File: config.mk
export PLATFORM = sky130hd
export DESIGN_NAME = dec_pr_ctl_gen
export DESIGN_NICKNAME = d
export VERILOG_FILES = /design/src/rtl/dec_pr_pkg.sv /design/src/rtl/dec_pr_scoreboard.sv /design/src/rtl/dec_pr_ctl_gen.sv
export SDC_FILE = /design/constraint.sdc
export NUM_CORES = 2
export LEC_CHECK = 0
export CORE_AREA = 2 2 401 403
export DETAILED_ROUTE_END_ITERATION = 7
export DIE_AREA = 0 0 403 405
export PLACE_DENSITY_LB_ADDON = 0.25
export REMOVE_ABC_BUFFERS = 1
export SYNTH_ARGS = -nofsm -noshare
export SYNTH_HDL_FRONTEND = slang
export SYNTH_HIERARCHICAL = 1
export SYNTH_SLANG_ARGS = --single-unit
export TNS_END_PERCENT = 100
File: constraint.sdc
create_clock -name clk -period 1.83 [get_ports clk]
set_input_delay 0.183 -clock clk [delete_from_list [all_inputs] [get_ports clk]]
set_output_delay 0.183 -clock clk [all_outputs]
set_load 0.02 [all_outputs]
File: src/rtl/dec_pr_pkg.sv
// Shared types and defaults for the decode-stage posit register file.
// Holds the clear-engine state enum and default geometry.
package dec_pr_pkg;

  typedef enum logic {
    PR_IDLE,
    PR_CLEAR
  } pr_state_e;

  localparam int PR_PW    = 32;
  localparam int PR_NREGS = 32;

endpackage

File: src/rtl/dec_pr_scoreboard.sv
// Busy scoreboard for long-latency posit ops.
// Priority per entry: clear-engine wipe, then issue set, then writeback.
module dec_pr_scoreboard
  import dec_pr_pkg::*;
#(
  parameter int NREGS = PR_NREGS,
  parameter int AW    = $clog2(NREGS)
) (
  input  logic             clk,
  input  logic             rst_l,
  input  logic             set_vld,
  input  logic [AW-1:0]    set_addr,
  input  logic [NREGS-1:0] clr_vec,
  input  logic             wipe_vld,
  input  logic [AW-1:0]    wipe_addr,
  output logic [NREGS-1:0] busy
);

  logic [NREGS-1:0] busy_d;

  // next busy vector with wipe > set > writeback-clear
  always_comb begin
    busy_d = busy;
    for (int r = 0; r < NREGS; r++) begin
      if (wipe_vld && wipe_addr == AW'(r))
        busy_d[r] = 1'b0;
      else if (set_vld && set_addr == AW'(r))
        busy_d[r] = 1'b1;
      else if (clr_vec[r])
        busy_d[r] = 1'b0;
    end
  end

  // busy register
  always_ff @(posedge clk or negedge rst_l) begin
    if (!rst_l) busy <= '0;
    else        busy <= busy_d;
  end

endmodule

File: src/rtl/dec_pr_ctl_gen.sv
// Parametrised posit register file with busy scoreboard and clear engine.
// Define DEC_PR_BYPASS_EN to forward same-cycle write data to reads.
module dec_pr_ctl_gen
  import dec_pr_pkg::*;
#(
  parameter int PW      = PR_PW,
  parameter int NREGS   = PR_NREGS,
  parameter int NRD     = 2,
  parameter int NWR     = 1,
  parameter bit ZERO_R0 = 1'b1,
  parameter int AW      = $clog2(NREGS)
) (
  input  logic                    clk,
  input  logic                    rst_l,
  input  logic                    scan_mode,
  input  logic [NRD-1:0]          rden,
  input  logic [NRD-1:0][AW-1:0]  raddr,
  output logic [NRD-1:0][PW-1:0]  rd,
  output logic [NRD-1:0]          rd_busy,
  input  logic [NWR-1:0]          wen,
  input  logic [NWR-1:0][AW-1:0]  waddr,
  input  logic [NWR-1:0][PW-1:0]  wd,
  input  logic                    issue_valid,
  input  logic [AW-1:0]           issue_addr,
  output logic [NREGS-1:0]        busy,
  input  logic                    clr_req,
  output logic                    clr_busy,
  output logic                    clr_done
);

  localparam logic [AW:0] CNT_LAST = (AW+1)'(NREGS - 1);

  pr_state_e               state_q, state_d;
  logic [AW:0]             cnt_q, cnt_d;
  logic                    clearing;
  logic [AW-1:0]           wipe_addr;
  logic [NREGS-1:0][PW-1:0] mem;
  logic [NREGS-1:0]        we;
  logic [NREGS-1:0]        wipe;
  logic [NREGS-1:0][PW-1:0] wdat;
  logic                    iss_ok;

  assign clearing  = (state_q == PR_CLEAR);
  assign clr_busy  = clearing;
  assign wipe_addr = cnt_q[AW-1:0];
  assign iss_ok    = issue_valid && !clearing &&
                     !(ZERO_R0 && issue_addr == '0);

  // clear engine next state and done pulse
  always_comb begin
    state_d  = state_q;
    cnt_d    = cnt_q;
    clr_done = 1'b0;
    unique case (state_q)
      PR_IDLE: begin
        if (clr_req) begin
          state_d = PR_CLEAR;
          cnt_d   = '0;
        end
      end
      PR_CLEAR: begin
        cnt_d = cnt_q + 1'b1;
        if (cnt_q == CNT_LAST) begin
          state_d  = PR_IDLE;
          clr_done = 1'b1;
        end
      end
      default: state_d = PR_IDLE;
    endcase
  end

  // clear engine state register
  always_ff @(posedge clk or negedge rst_l) begin
    if (!rst_l) begin
      state_q <= PR_IDLE;
      cnt_q   <= '0;
    end else begin
      state_q <= state_d;
      cnt_q   <= cnt_d;
    end
  end

  // per-entry write decode; later ports override earlier ones
  always_comb begin
    we   = '0;
    wipe = '0;
    wdat = '0;
    for (int r = 0; r < NREGS; r++) begin
      for (int k = 0; k < NWR; k++) begin
        if (wen[k] && waddr[k] == AW'(r)) begin
          we[r]   = 1'b1;
          wdat[r] = wd[k];
        end
      end
      wipe[r] = clearing && (wipe_addr == AW'(r));
    end
    if (ZERO_R0) we[0] = 1'b0;
    if (clearing) we = '0;
  end

  // storage; scan forces every entry enable open
  always_ff @(posedge clk or negedge rst_l) begin
    if (!rst_l) begin
      mem <= '0;
    end else begin
      for (int r = 0; r < NREGS; r++) begin
        if (scan_mode || we[r] || wipe[r])
          mem[r] <= wipe[r] ? '0 :
                    (we[r] ? wdat[r] : mem[r]);
      end
    end
  end

  // combinational read ports
  always_comb begin
    rd      = '0;
    rd_busy = '0;
    for (int i = 0; i < NRD; i++) begin
      if (rden[i]) begin
        rd[i]      = mem[raddr[i]];
        rd_busy[i] = busy[raddr[i]];
`ifdef DEC_PR_BYPASS_EN
        if (we[raddr[i]]) begin
          rd[i]      = wdat[raddr[i]];
          rd_busy[i] = iss_ok && (issue_addr == raddr[i]);
        end
`else
`endif
        if (ZERO_R0 && raddr[i] == '0) rd[i] = '0;
      end
    end
  end

  dec_pr_scoreboard #(
    .NREGS (NREGS),
    .AW    (AW)
  ) u_sb (
    .clk       (clk),
    .rst_l     (rst_l),
    .set_vld   (iss_ok),
    .set_addr  (issue_addr),
    .clr_vec   (we),
    .wipe_vld  (clearing),
    .wipe_addr (wipe_addr),
    .busy      (busy)
  );

endmodule

==> results.cfg <==
[synthesis]
yosys_register_bits = 1063
synth.avg_cell_area_um2 = 14.7
synth.area.top_cells = dfrtp_1 48%, mux4_2 21%, a22o_1 16%
synth_top_cell_by_area = dfrtp_1
synthMostInstantiatedCell = dfrtp_1
synthDistinctLibCells = 44
synth_edf_count = 0
syn_inst = 3763
yosysSeqAreaShare_pct = 48.2
ys_warn_count = 6
synth_top_flop_cell = dfrtp_1
synth_top_area_share_pct = 48.2
synth_area_um2 = 55200
synth-async-reset-ratio_pct = 100
synthTopCellsByCount = 1,063 x dfrtp_1, 992 x a22o_1, 526 x mux4_2

[setup_path]
cp_cell_sequence = buf_6 -> mux4_2 -> mux2i_1 -> buf_4 -> o22a_1 -> o221ai_4 -> buf_12
crit_slowest_cell = mux4_2
slowest_delay_ns = 0.45
cp-start-kind = flop
end_kind = primary output
critical_path.top_delay_family = multiplexers
crit_fanout = 2
critPathKind = flop to primary output
critPathBufInv = 3
crit_arrival_ns = 2.55
required_ns = 1.65

[layout]
syn_to_final_growth_pct = 39.0
drive_above_1_share_pct = 47.9
fin_cells = 7156
stdcell_area_um2 = 76700
fillCellCount = 13700
nets = 5037

[detailed_routing]
drt-wirelength-per-cell_um = 33.7
route.vias.total = 45400
routed_via_density = 6.34
finalWirelength_um = 241000
ant_nets = 0
drc = 0
drt-initial-drc-count = 5601
dr.pass1.iters = 5

[die]
core_um2 = 159000
die_y_um = 405
initial_core_util_pct = 34.6
io_pins = 160
num_rows = 147
die_w_um = 403
dieArea_um2 = 163000

[timing]
finalSetupViolations = 1103
max_freq_mhz = 366
finalHoldViolCount = 0
final_max_slew_viol_count = 0
worst_pin_slew_ns = 0.964
clock_skew_ns = 0.0479
rsz0062_at_grt = yes
setup_ws_ns = -0.901
setup_tns_ns = -261.00
period_minus_slack_ns = 2.73
slew_headroom_pct = 35.5
layout_worst_path_cycle_share_pct = 149

[cts]
clock-root-buffer = clkbuf_16
cts_max_path_buffers = 3
cts.sinks = 1063
clk_pin_slew_ns = 0.07
cts_buffers = 117
htree_num_levels = 3
insertion_delay_ns = 0.77
tritoncts = done

[pwr]
total_power_w = 0.0673
power.internal_w = 0.0469
seqPwrFrac_pct = 38.7
power_switching_w = 0.0204
p_per_area_nw_per_um2 = 878
power.share.switching_pct = 30.3
power_frac_clock_pct = 38.6
p_leak_nw = 35.4
irDropWorstVdd_uv = 826
p_comb_share_pct = 22.7

[place]
numPortBuffers = 158
placed_area_um2 = 70000
gp_congestion = 0.890
dp.cells = 6794
dpl.hpwl_um = 155000

[global_route]
grt_pass1_vias = 45800
grt_pass1_wl_um = 345000
grt_overflow_total = 0
grt_max_degree = 97
track_usage_pct = 29.2
antenna_found_initial = 7

[min_path]
hold_class = primary input to flop

[flow_run]
maxCapViolations = 0

[run_status]
status = complete, but fails checks
violations = setup timing
[stage by stage]
step	hold WS [ns]	worst slack, ns	utilization, %
after floorplan	-0.113	-2.11	-
after global placement	0.0846	-1.08	44.0
after detailed placement	0.0880	-1.08	44.0
after CTS	0.124	-0.939	47.7
after global routing	0.162	-0.958	48.2
final	0.180	-0.901	48.2
[final cells by class]
class                      count  area, um2  share of cell area, %
antenna                        1       2.50                0.00326
clock buffer                 156       3340                   4.36
inverter                       3       11.3                 0.0147
multi-input combinational   2214      27600                   36.0
tap                         2086       2610                   3.40
sequential                  1063      26600                   34.7
timing repair buffer        1572      15700                   20.5
clock inverter                61        827                   1.08
[layer usage]
layer	GRT usage (%)	vias up	routed length [um]
met3	7.60	543	28100
met5	0	-	57
met1	41.1	24000	97300
met4	11.6	6	11300
met2	43.1	2908	105000
li1	-	17900	-
[worst paths after layout]
path,from,endpoint,slack [ns],cells past startpoint
setup reg to reg,clr_busy,mem[59],-0.38,9
max in group asynchronous,rst_l,mem[50],0.48,3
setup / recovery,mem[364],rd[44],-0.90,7
min in group asynchronous,rst_l,mem[35],0.22,3
hold / removal,clr_req,cnt_q[1],0.18,2
hold reg to reg,mem[4],mem[4],0.51,1
[logic make-up after synthesis]
group | count (synthesis) | share of synthesized area, %
AO/OA/AOI/OAI | 1229 | 18.9
flip-flops | 1063 | 48.2
multiplexers | 792 | 26.3
adder cells (fa/ha/maj) | 6 | 0.136
AND/OR/NAND/NOR | 186 | 2.54
other | 1 | 0.00679
buffers and inverters | 486 | 3.94
[sequential cells by signal, summed over array words and instances, names as in the netlist]
signal / cells
clr_busy: 1
cnt_q: 6
u_sb/busy: 32
mem: 1024
[worst reg2reg max path, stage by stage, from the launching register on]
cell       delay, ns
dfrtp_1         0.39
buf_6           0.13
or3b_4          0.43
buf_12          0.17
buf_6           0.12
nor3_4          0.21
buf_6           0.14
a21oi_4         0.08
clkbuf_16       0.25
a22o_1          0.19
[layout by cell type (no fill, tap or decap), drive strengths merged, types with 37 or more instances in the layout]
master and count:
a21oi 95, a22o 992, buf 1494, clkbuf 163, clkdlybuf4s50 60, dfrtp 1063, mux2i 266, mux4 526
nor2b 37, nor3 38, o221ai 66, o22a 64
[timing repair]
action / CTS / global route
pin swaps: 76 / 45
endpoints found under the hold margin: 1063 / 0
buffers inserted: 70 / 70
endpoints found under the setup margin: 968 / 1122
hold buffers: 2 / 0
cloned: 17 / 7
gates resized for setup: 565 / 74
[power by group through the flow]
stage               sequential, W  clock (W)  combinational [W]
floorplan                  0.0262          0            0.00470
global placement           0.0264          0             0.0138
detailed placement         0.0264          0             0.0139
CTS                        0.0260     0.0262             0.0146
global route               0.0262     0.0271             0.0158
finish                     0.0261     0.0260             0.0153
Power figures use the tool's default switching activity.
